$ cat config.mk
export PLATFORM = sky130hd
export DESIGN_NAME = sgmii_multi_regs_flat
export DESIGN_NICKNAME = d
export VERILOG_FILES = /design/src/rtl/sgmii_multi_regs_if.sv /design/src/rtl/sgmii_multi_regs.sv /design/src/flat_wrapper.sv
export SDC_FILE = /design/constraint.sdc
export NUM_CORES = 1
export LEC_CHECK = 0
export CORE_AREA = 3 3 211 213
export CTS_CLUSTER_DIAMETER = 100
export CTS_CLUSTER_SIZE = 12
export DETAILED_ROUTE_END_ITERATION = 7
export DIE_AREA = 0 0 214 216
export PLACE_DENSITY = 0.71
export SLEW_MARGIN = 20
export SYNTH_ARGS = -nofsm -noshare
export SYNTH_HDL_FRONTEND = slang
export SYNTH_SLANG_ARGS = --single-unit
$ cat constraint.sdc
create_clock -name i_Clk -period 4.5 [get_ports i_Clk]
set_input_delay 0.45 -clock i_Clk [delete_from_list [all_inputs] [get_ports i_Clk]]
set_output_delay 0.45 -clock i_Clk [all_outputs]
set_load 0.05 [all_outputs]
$ cat src/rtl/sgmii_multi_regs_if.sv
// -----------------------------------------------------------------------------
// sgmii_multi_regs_if
// Pipelined Wishbone bus bundle between a host master and the multi-lane
// SGMII register block.
//   i_Cyc, i_Stb, i_WEn : cycle, strobe, write enable (master -> slave)
//   i12_Addr            : byte address, [11:7] channel, [6:2] register
//   i32_WrData          : write data, only [15:0] is meaningful
//   o32_RdData          : registered read data (slave -> master)
//   o_Ack               : one-cycle acknowledge
//   o_Stall             : request not accepted this cycle
// -----------------------------------------------------------------------------
interface sgmii_multi_regs_if;
    logic        i_Cyc;
    logic        i_Stb;
    logic        i_WEn;
    logic [11:0] i12_Addr;
    logic [31:0] i32_WrData;
    logic [31:0] o32_RdData;
    logic        o_Ack;
    logic        o_Stall;

    modport master (
        output i_Cyc, i_Stb, i_WEn, i12_Addr, i32_WrData,
        input  o32_RdData, o_Ack, o_Stall
    );

    modport slave (
        input  i_Cyc, i_Stb, i_WEn, i12_Addr, i32_WrData,
        output o32_RdData, o_Ack, o_Stall
    );
endinterface

$ cat src/rtl/sgmii_multi_regs.sv
// -----------------------------------------------------------------------------
// sgmii_multi_regs
// NUM_CH independent clause-22-style SGMII/1000BASE-X management register sets
// behind one pipelined Wishbone slave, with latch-low link status, per-lane
// W1C interrupt status/mask and a registered aggregated interrupt.
//
// Ports:
//   i_Clk, w_ARstLogic_L : clock, asynchronous active-low reset
//   wb                   : Wishbone slave bundle (see sgmii_multi_regs_if)
//   o_Irq                : registered OR of all unmasked interrupt bits
//   iN3_XmitState        : per-lane transmit state (3'b001 = CONFIG)
//   iN16_TxConfigReg     : per-lane transmitted config word
//   iN16_LpAdvAbility    : per-lane link-partner ability
//   iN_ANComplete        : per-lane auto-negotiation complete
//   iN_SyncStatus        : per-lane code-group sync
//   oN2_SGMIISpeed, oN_SGMIIDuplex : per-lane resolved speed / duplex
//   oN_MIIRst_L, oN_ANEnable, oN_ANRestart, oN_Loopback, oN_GXBPowerDown :
//                          per-lane control bits from the Ctrl register
//   oN21_LinkTimer       : per-lane link timer
//   oN16_LcAdvAbility    : per-lane local advertised ability
//
// Address map: channel 31 holds globals (0x00 revision, 0x01 IRQ summary);
// channels 0..NUM_CH-1 hold lane registers; everything else reads 0 and
// ignores writes.
// -----------------------------------------------------------------------------
module sgmii_multi_regs #(
    parameter int          NUM_CH             = 4,
    parameter logic [20:0] LINK_TIMER_DEFAULT = 21'h1312D0,
    parameter logic [15:0] REV                = 16'h2000
) (
    input  logic                 i_Clk,
    input  logic                 w_ARstLogic_L,
    sgmii_multi_regs_if.slave    wb,
    output logic                 o_Irq,
    input  logic [NUM_CH*3-1:0]  iN3_XmitState,
    input  logic [NUM_CH*16-1:0] iN16_TxConfigReg,
    input  logic [NUM_CH*16-1:0] iN16_LpAdvAbility,
    input  logic [NUM_CH-1:0]    iN_ANComplete,
    input  logic [NUM_CH-1:0]    iN_SyncStatus,
    output logic [NUM_CH*2-1:0]  oN2_SGMIISpeed,
    output logic [NUM_CH-1:0]    oN_SGMIIDuplex,
    output logic [NUM_CH-1:0]    oN_MIIRst_L,
    output logic [NUM_CH-1:0]    oN_ANEnable,
    output logic [NUM_CH-1:0]    oN_ANRestart,
    output logic [NUM_CH-1:0]    oN_Loopback,
    output logic [NUM_CH-1:0]    oN_GXBPowerDown,
    output logic [NUM_CH*21-1:0] oN21_LinkTimer,
    output logic [NUM_CH*16-1:0] oN16_LcAdvAbility
);

    localparam logic [2:0] XMIT_CONFIG = 3'b001;

    localparam logic [4:0] REG_CTRL    = 5'h00;
    localparam logic [4:0] REG_STATUS  = 5'h01;
    localparam logic [4:0] REG_ADV     = 5'h04;
    localparam logic [4:0] REG_LP      = 5'h05;
    localparam logic [4:0] REG_TMR_LO  = 5'h08;
    localparam logic [4:0] REG_TMR_HI  = 5'h09;
    localparam logic [4:0] REG_SCRATCH = 5'h0A;
    localparam logic [4:0] REG_INTSTAT = 5'h10;
    localparam logic [4:0] REG_INTMASK = 5'h11;
    localparam logic [4:0] REG_MODE    = 5'h1F;

    logic                 ack_r;
    logic [31:0]          rd_data_r;
    logic                 irq_r;
    logic                 accept_s;
    logic                 wr_s;
    logic                 rd_s;
    logic [4:0]           ch_s;
    logic [4:0]           reg_s;
    logic [15:0]          wdata_s;
    logic [NUM_CH*16-1:0] lane_rd_s;
    logic [NUM_CH-1:0]    pend_s;
    logic [31:0]          rd_mux_s;
    logic                 unused_wdata_s;

    // Stall is simply the ack cycle: one access every two cycles.
    assign accept_s       = wb.i_Cyc & wb.i_Stb & ~ack_r;
    assign wr_s           = accept_s & wb.i_WEn;
    assign rd_s           = accept_s & ~wb.i_WEn;
    assign ch_s           = wb.i12_Addr[11:7];
    assign reg_s          = wb.i12_Addr[6:2];
    assign wdata_s        = wb.i32_WrData[15:0];
    assign unused_wdata_s = ^wb.i32_WrData[31:16];

    assign wb.o_Ack      = ack_r;
    assign wb.o_Stall    = ack_r;
    assign wb.o32_RdData = rd_data_r;
    assign o_Irq         = irq_r;

    for (genvar c = 0; c < NUM_CH; c++) begin : g_lane
        logic        hit_s;
        logic [2:0]  xmit_s;
        logic [15:0] txcfg_s;
        logic [15:0] lp_s;
        logic        an_s;
        logic        sync_s;

        logic [15:0] ctrl_r;
        logic [15:0] adv_r;
        logic [15:0] scratch_r;
        logic [15:0] lp_prev_r;
        logic [20:0] timer_r;
        logic [2:0]  stat_r;
        logic [2:0]  mask_r;
        logic [2:0]  mode_r;
        logic        latch_r;
        logic        sync_prev_r;
        logic        an_prev_r;

        logic [15:0] ctrl_nxt_s;
        logic        latch_nxt_s;
        logic [2:0]  set_s;
        logic [2:0]  w1c_s;
        logic [2:0]  stat_nxt_s;
        logic [15:0] rd_s_lane;
        logic [15:0] lcadv_s;
        logic [1:0]  speed_s;
        logic        duplex_s;

        assign hit_s   = (ch_s == 5'(c));
        assign xmit_s  = iN3_XmitState[c*3 +: 3];
        assign txcfg_s = iN16_TxConfigReg[c*16 +: 16];
        assign lp_s    = iN16_LpAdvAbility[c*16 +: 16];
        assign an_s    = iN_ANComplete[c];
        assign sync_s  = iN_SyncStatus[c];

        // Next-state for Ctrl, link latch and interrupt status.
        always_comb begin
            ctrl_nxt_s     = ctrl_r;
            // Reset bit only ever lives for one cycle after a write.
            ctrl_nxt_s[15] = 1'b0;
            ctrl_nxt_s[9]  = ctrl_r[9] & (xmit_s != XMIT_CONFIG);
            if (wr_s && hit_s && (reg_s == REG_CTRL)) begin
                ctrl_nxt_s = wdata_s;
            end else begin
                ctrl_nxt_s = ctrl_nxt_s;
            end

            // Loss of sync dominates a concurrent status read.
            if (!sync_s) begin
                latch_nxt_s = 1'b0;
            end else if (rd_s && hit_s && (reg_s == REG_STATUS)) begin
                latch_nxt_s = 1'b1;
            end else begin
                latch_nxt_s = latch_r;
            end

            set_s = {(lp_s != lp_prev_r), (an_s & ~an_prev_r), (~sync_s & sync_prev_r)};
            if (wr_s && hit_s && (reg_s == REG_INTSTAT)) begin
                w1c_s = wdata_s[2:0];
            end else begin
                w1c_s = 3'b000;
            end
            // New events override a clear landing on the same edge.
            stat_nxt_s = (stat_r & ~w1c_s) | set_s;
        end

        // Lane register state.
        always_ff @(posedge i_Clk or negedge w_ARstLogic_L) begin
            if (!w_ARstLogic_L) begin
                ctrl_r      <= 16'h1140;
                adv_r       <= 16'h01A0;
                scratch_r   <= 16'h0000;
                lp_prev_r   <= 16'h0000;
                timer_r     <= LINK_TIMER_DEFAULT;
                stat_r      <= 3'b000;
                mask_r      <= 3'b000;
                mode_r      <= 3'b000;
                latch_r     <= 1'b0;
                sync_prev_r <= 1'b0;
                an_prev_r   <= 1'b0;
            end else begin
                ctrl_r      <= ctrl_nxt_s;
                latch_r     <= latch_nxt_s;
                stat_r      <= stat_nxt_s;
                lp_prev_r   <= lp_s;
                sync_prev_r <= sync_s;
                an_prev_r   <= an_s;
                if (wr_s && hit_s) begin
                    case (reg_s)
                        REG_ADV:     adv_r          <= wdata_s;
                        REG_TMR_LO:  timer_r[15:0]  <= wdata_s;
                        REG_TMR_HI:  timer_r[20:16] <= wdata_s[4:0];
                        REG_SCRATCH: scratch_r      <= wdata_s;
                        REG_INTMASK: mask_r         <= wdata_s[2:0];
                        REG_MODE:    mode_r         <= wdata_s[2:0];
                        default:     scratch_r      <= scratch_r;
                    endcase
                end else begin
                    adv_r <= adv_r;
                end
            end
        end

        // Lane read mux, advertised ability and speed/duplex resolution.
        always_comb begin
            case (reg_s)
                REG_CTRL:    rd_s_lane = ctrl_r;
                REG_STATUS:  rd_s_lane = {10'h000, an_s, 2'b01, latch_r, 2'b00};
                REG_ADV:     rd_s_lane = adv_r;
                REG_LP:      rd_s_lane = lp_s;
                REG_TMR_LO:  rd_s_lane = timer_r[15:0];
                REG_TMR_HI:  rd_s_lane = {11'h000, timer_r[20:16]};
                REG_SCRATCH: rd_s_lane = scratch_r;
                REG_INTSTAT: rd_s_lane = {13'h0000, stat_r};
                REG_INTMASK: rd_s_lane = {13'h0000, mask_r};
                REG_MODE:    rd_s_lane = {13'h0000, mode_r};
                default:     rd_s_lane = 16'h0000;
            endcase

            if (mode_r[0]) begin
                lcadv_s = {1'b0, txcfg_s[15], 1'b0, 3'b000, 10'h001};
            end else begin
                lcadv_s = {1'b0, txcfg_s[15], adv_r[13:12], 3'b000, adv_r[8:7], 2'b01, 5'b00000};
            end

            if (!mode_r[0]) begin
                speed_s  = 2'b10;
                duplex_s = 1'b1;
            end else if (!mode_r[2]) begin
                speed_s  = lp_s[11:10];
                duplex_s = lp_s[12];
            end else begin
                speed_s  = {ctrl_r[6], ctrl_r[13]};
                duplex_s = ctrl_r[8];
            end
        end

        assign lane_rd_s[c*16 +: 16]      = hit_s ? rd_s_lane : 16'h0000;
        assign pend_s[c]                  = |(stat_r & mask_r);
        assign oN_ANRestart[c]            = ctrl_r[9];
        assign oN_MIIRst_L[c]             = ~ctrl_r[15];
        assign oN_ANEnable[c]             = ctrl_r[12];
        assign oN_Loopback[c]             = ctrl_r[14];
        assign oN_GXBPowerDown[c]         = ctrl_r[11];
        assign oN21_LinkTimer[c*21 +: 21] = timer_r;
        assign oN16_LcAdvAbility[c*16 +: 16] = lcadv_s;
        assign oN2_SGMIISpeed[c*2 +: 2]   = speed_s;
        assign oN_SGMIIDuplex[c]          = duplex_s;
    end

    // Top-level read mux: globals on channel 31, lanes OR-combined by hit.
    always_comb begin
        rd_mux_s = 32'h0000_0000;
        if (ch_s == 5'd31) begin
            case (reg_s)
                5'h00:   rd_mux_s = {16'h0000, REV};
                5'h01:   rd_mux_s = 32'(pend_s);
                default: rd_mux_s = 32'h0000_0000;
            endcase
        end else begin
            for (int c = 0; c < NUM_CH; c++) begin
                rd_mux_s = rd_mux_s | {16'h0000, lane_rd_s[c*16 +: 16]};
            end
        end
    end

    // Bus acknowledge, read data capture and interrupt aggregation.
    always_ff @(posedge i_Clk or negedge w_ARstLogic_L) begin
        if (!w_ARstLogic_L) begin
            ack_r     <= 1'b0;
            rd_data_r <= 32'h0000_0000;
            irq_r     <= 1'b0;
        end else begin
            ack_r <= accept_s;
            irq_r <= |pend_s;
            if (accept_s) begin
                rd_data_r <= rd_s ? rd_mux_s : 32'h0000_0000;
            end else begin
                rd_data_r <= rd_data_r;
            end
        end
    end

endmodule

$ cat src/flat_wrapper.sv
// flat-port wrapper written by rule: the top's interface ports become plain ports
module sgmii_multi_regs_flat 
#(
    parameter int          NUM_CH             = 4,
    parameter logic [20:0] LINK_TIMER_DEFAULT = 21'h1312D0,
    parameter logic [15:0] REV                = 16'h2000
)
  (i_Clk, w_ARstLogic_L, o_Irq, iN3_XmitState, iN16_TxConfigReg, iN16_LpAdvAbility, iN_ANComplete, iN_SyncStatus, oN2_SGMIISpeed, oN_SGMIIDuplex, oN_MIIRst_L, oN_ANEnable, oN_ANRestart, oN_Loopback, oN_GXBPowerDown, oN21_LinkTimer, oN16_LcAdvAbility, wb_i_Cyc, wb_i_Stb, wb_i_WEn, wb_i12_Addr, wb_i32_WrData, wb_o32_RdData, wb_o_Ack, wb_o_Stall);
  sgmii_multi_regs_if wb_i ();
  input  logic i_Clk;
  input  logic w_ARstLogic_L;
  output logic o_Irq;
  input  logic [NUM_CH*3-1:0] iN3_XmitState;
  input  logic [NUM_CH*16-1:0] iN16_TxConfigReg;
  input  logic [NUM_CH*16-1:0] iN16_LpAdvAbility;
  input  logic [NUM_CH-1:0] iN_ANComplete;
  input  logic [NUM_CH-1:0] iN_SyncStatus;
  output logic [NUM_CH*2-1:0] oN2_SGMIISpeed;
  output logic [NUM_CH-1:0] oN_SGMIIDuplex;
  output logic [NUM_CH-1:0] oN_MIIRst_L;
  output logic [NUM_CH-1:0] oN_ANEnable;
  output logic [NUM_CH-1:0] oN_ANRestart;
  output logic [NUM_CH-1:0] oN_Loopback;
  output logic [NUM_CH-1:0] oN_GXBPowerDown;
  output logic [NUM_CH*21-1:0] oN21_LinkTimer;
  output logic [NUM_CH*16-1:0] oN16_LcAdvAbility;
  input wire logic [$bits(wb_i.i_Cyc)-1:0] wb_i_Cyc;
  input wire logic [$bits(wb_i.i_Stb)-1:0] wb_i_Stb;
  input wire logic [$bits(wb_i.i_WEn)-1:0] wb_i_WEn;
  input wire logic [$bits(wb_i.i12_Addr)-1:0] wb_i12_Addr;
  input wire logic [$bits(wb_i.i32_WrData)-1:0] wb_i32_WrData;
  output wire logic [$bits(wb_i.o32_RdData)-1:0] wb_o32_RdData;
  output wire logic [$bits(wb_i.o_Ack)-1:0] wb_o_Ack;
  output wire logic [$bits(wb_i.o_Stall)-1:0] wb_o_Stall;
  assign wb_i.i_Cyc = wb_i_Cyc;
  assign wb_i.i_Stb = wb_i_Stb;
  assign wb_i.i_WEn = wb_i_WEn;
  assign wb_i.i12_Addr = wb_i12_Addr;
  assign wb_i.i32_WrData = wb_i32_WrData;
  assign wb_o32_RdData = wb_i.o32_RdData;
  assign wb_o_Ack = wb_i.o_Ack;
  assign wb_o_Stall = wb_i.o_Stall;
  sgmii_multi_regs #(.NUM_CH(NUM_CH), .LINK_TIMER_DEFAULT(LINK_TIMER_DEFAULT), .REV(REV)) u_core (.i_Clk(i_Clk), .w_ARstLogic_L(w_ARstLogic_L), .wb(wb_i), .o_Irq(o_Irq), .iN3_XmitState(iN3_XmitState), .iN16_TxConfigReg(iN16_TxConfigReg), .iN16_LpAdvAbility(iN16_LpAdvAbility), .iN_ANComplete(iN_ANComplete), .iN_SyncStatus(iN_SyncStatus), .oN2_SGMIISpeed(oN2_SGMIISpeed), .oN_SGMIIDuplex(oN_SGMIIDuplex), .oN_MIIRst_L(oN_MIIRst_L), .oN_ANEnable(oN_ANEnable), .oN_ANRestart(oN_ANRestart), .oN_Loopback(oN_Loopback), .oN_GXBPowerDown(oN_GXBPowerDown), .oN21_LinkTimer(oN21_LinkTimer), .oN16_LcAdvAbility(oN16_LcAdvAbility));
endmodule
==> qor.txt <==
STA
-----------------------------------------------------------------------------------------------
Tcrit/Tclk final                                                                          72.1%
Sum of negative setup slack                                                                0 ps
Worst Max-Slew Pin Slew                                                                 1060 ps
Final Critical Period                                                                   3250 ps
Setup repair after global routing missed its margin                                          no
Worst-case clock skew                                                                   15.8 ps
Max-slew violation count                                                                      0
Worst slack on hold paths                                                              -6.20 ps
Relative max-transition margin                                                            29.1%
Final Hold Violating Endpoints                                                                6
Final setup violation count                                                                   0
Max Fclk                                                                                308 MHz

DETAILED ROUTING
-----------------------------------------------------------------------------------------------
Routed length per placed instance                                                       26.4 um
Total detailed-routing wirelength                                                      63900 um
DRC viols                                                                                     0
Number of nets with antenna violations after detailed routing                                 0
DRT Pass-1 Iters                                                                              8
Vias per cell                                                                              5.78
Via count                                                                                 14000
Starting DRC count in detailed routing                                                     1197

CLOCK TREE
-----------------------------------------------------------------------------------------------
Clock Tree Root                                                                       clkbuf_16
CTS Hold Buffers Added                                                                        0
CTS tree                                                                                   done
Number of clock buffers inserted by TritonCTS                                                39
Clock input transition at the sequential cells of the worst setup and hold paths          70 ps
H-tree levels                                                                                 2
Clock Sink Count                                                                            406
Post-CTS Resized                                                                              0
Buffer depth of the longest clock path                                                        3
Setup fix buffers added after clock tree synthesis                                            0
Worst-Skew Late Latency                                                                  540 ps

POWER
-----------------------------------------------------------------------------------------------
Power density normalized to cell area                                               319 nW/um^2
Total power                                                                           0.00746 W
Worst VDD drop                                                                         0.249 mV
Leakage power figure                                                                    10.1 nW

SETUP PATH
-----------------------------------------------------------------------------------------------
Critical Path AT                                                                        3720 ps
Buf+Inv Stages, Crit Path                                                                     2
Critical path, cell by cell                                                        clkdlybuf4s50_1 > buf_4 > or3b_2 > nor3_1 > a22oi_1 > a41oi_1 > a2111oi_0 > a21oi_1
Worst Setup Path Type                                                              primary input to flip-flop
Biggest fanout along the worst timing path                                                   10
Required @ worst endpoint                                                               4970 ps
Cell with the largest stage delay on the worst path                                      nor3_1
Critical path launch point type                                                    primary input
Worst setup EP type                                                                   flip-flop
Delay-heaviest family, CP                                                          simple AND/OR/NAND/NOR gates
Peak per-stage delay on the critical path                                                800 ps

YOSYS
-----------------------------------------------------------------------------------------------
Yosys warnings                                                                                0
Main area contributors after synthesis                                             dfrtp_1 46%, mux2_2 17%, dfstp_2 7.7%
Share of synthesized cell area in and, or, nand and nor gates                             6.25%
Number of cells produced by synthesis                                                      1573
Number of synthesized register bits                                                         406
Sequential area share after synthesis                                                     53.4%
Main flop type after synthesis                                                          dfrtp_1
Average size of a mapped cell                                                         12.2 um^2
Post-synth EDFFs                                                                              0
Synthesized-area fraction occupied by ao, oa, aoi and oai cells                           9.14%
Distinct cells, synth                                                                        60
Synth Area in XOR/XNOR                                                                    2.93%
Fraction of registers with async set or reset after synthesis                              100%
Cell Area, Synth                                                                     19200 um^2
Portion of synthesized cell area occupied by the leading cell type                        45.7%
Most common library cells after synthesis                                          350 x dfrtp_1, 292 x mux2_2, 86 x a21oi_1, 85 x mux2i_1, 84 x buf_4
Post-synth top area cell                                                                dfrtp_1
Largest family of logic cells by synthesized area                                  multiplexers
Mux share of post-synthesis cell area                                                     22.2%
Post-Synth Adder-Cell Area                                                              0.0523%
Most instantiated library cell after synthesis                                          dfrtp_1

CELLS AND AREA
-----------------------------------------------------------------------------------------------
Utilization of the core after routing                                                     54.6%
Number of fill cells                                                                       3589
Final #Nets                                                                                2004
Area added between synthesis and finish                                                   22.2%
Fraction of final layout cells sized beyond drive strength 1                              26.0%

RUN STATUS
-----------------------------------------------------------------------------------------------
Violations in the final reports                                                    negative hold slack
Status                                                                             finished with violations

GLOBAL ROUTE
-----------------------------------------------------------------------------------------------
Overall fraction of global-route tracks in use                                            27.1%
Aggregate global routing overflow                                                             0
Antenna violations before repair                                                              4
Pin count of the biggest net entering global routing                                        121
Number of global-route vias before repair                                                 14500
Global-route wire length before repair                                                 95200 um

PLACED DESIGN
-----------------------------------------------------------------------------------------------
IO Port Bufs                                                                                273
Final GP Congestion                                                                       0.879
Detailed placer's ending HPWL                                                          45400 um

DIE
-----------------------------------------------------------------------------------------------
Number of standard-cell rows in the floorplan                                                76
Die X                                                                                    214 um
Die area                                                                             46200 um^2
Core box area                                                                        42900 um^2
Top Ports                                                                                   412
Vertical die dimension                                                                   216 um
Starting density of the core                                                              44.7%

HOLD PATH
-----------------------------------------------------------------------------------------------
Worst min path class                                                               primary input to asynchronous set/reset pin

JOB
-----------------------------------------------------------------------------------------------
Count of maximum capacitance violations                                                       0

==> path summary, 6_finish.rpt <==
check / start / endpoint / slack (ps) / cells past startpoint
worst max-delay path: wb_i12_Addr[6] / u_core.wb.o32_RdData[2] / 1250 / 8
worst min-delay path: w_ARstLogic_L / u_core.g_lane[0].scratch_r[12] / -6 / 1
worst max register to register: u_core.wb.o_Ack / u_core.g_lane[2].adv_r[14] / 1690 / 4
worst min register to register: u_core.g_lane[1].an_prev_r / u_core.g_lane[1].stat_r[1] / 420 / 1
max in group asynchronous: w_ARstLogic_L / u_core.g_lane[2].ctrl_r[0] / 3340 / 2
min in group i_Clk: iN_SyncStatus[1] / u_core.g_lane[1].sync_prev_r / 410 / 1
==> state kept, by name, summed over array words and instances, names as in the netlist <==
signal / flops
u_core.g_lane.stat_r: 12
u_core.g_lane.mode_r: 12
u_core.g_lane.adv_r: 64
u_core.wb.o32_RdData: 16
u_core.g_lane.latch_r: 4
u_core.g_lane.timer_r: 84
u_core.wb.o_Ack: 1
u_core.g_lane.scratch_r: 64
u_core.g_lane.an_prev_r: 4
u_core.g_lane.sync_prev_r: 4
u_core.g_lane.ctrl_r: 64
u_core.g_lane.mask_r: 12
u_core.g_lane.lp_prev_r: 64
u_core.o_Irq: 1
==> worst register-to-register path, stage by stage (launching register included) <==
cell and delay [ps]:
dfrtp_1 420, nand4b_1 650, or2_1 630, nor2_4 580, mux2_2 420
==> per-stage QoR <==
stage | cells | area, um^2 | setup WS (ps)
after floorplan | 1624 | 19300 | 1870
after global placement | 2351 | 22200 | 753
after detailed placement | 2351 | 22300 | 740
after CTS | 2420 | 23400 | 1290
after global routing | 2420 | 23400 | 1210
final | 2423 | 23400 | 1250
==> layout make-up <==
type	instances	area, um^2	area share, %
timing repair buffer	328	3220	13.7
sequential	406	10200	43.7
clock buffer	69	1140	4.88
tap	585	732	3.13
antenna	3	7.51	0.0321
multi-input combinational	1013	8000	34.2
inverter	19	71.3	0.305
==> routing by layer <==
metal / GRT usage [%] / share of wire [%] / up-vias
li1: - / - / 6021
met2: 43.2 / 47 / 688
met4: 8.22 / 3.1 / 2
met1: 37.5 / 42 / 7186
met3: 5.67 / 8.1 / 116
met5: 0 / 0.028 / -
==> layout by cell type, fill, tap and decap left out, types with 5 or more instances in the layout <==
cell,Yosys,routed
dfstp_2,56,56
clkbuf_16,0,41
buf_12,0,6
nor3_1,21,20
a31oi_1,11,11
o22ai_1,29,29
o21ai_0,41,41
a221oi_1,8,8
nor4_1,8,8
mux2i_1,85,85
nor2_1,57,56
nand4_1,18,18
clkdlybuf4s50_1,0,270
inv_1,19,19
nor2b_1,18,18
nand2_1,69,69
a22oi_1,58,58
xnor2_1,64,64
clkbuf_1,68,27
conb_1,1,52
nor2_2,5,5
dfrtp_1,350,350
mux2_2,292,292
a222oi_1,15,15
nand3_1,10,10
a21oi_1,86,86
buf_4,84,49
mux2_4,8,8
==> kinds of logic after synthesis <==
family / count (synthesis)
AOI/OAI and AO/OA: 272
xor gates and xnor gates: 64
adders and majority gates: 1
buffers and inverters: 205
DFF: 406
muxes: 385
other: 1
and+or+nand+nor: 239
==> power breakdown <==
part           switching, W  internal (W)  total, W
clock               0.00138       0.00171   0.00309
sequential        0.0000238       0.00370   0.00372
combinational      0.000450      0.000205  0.000655
(Power assumes the default switching activity.)
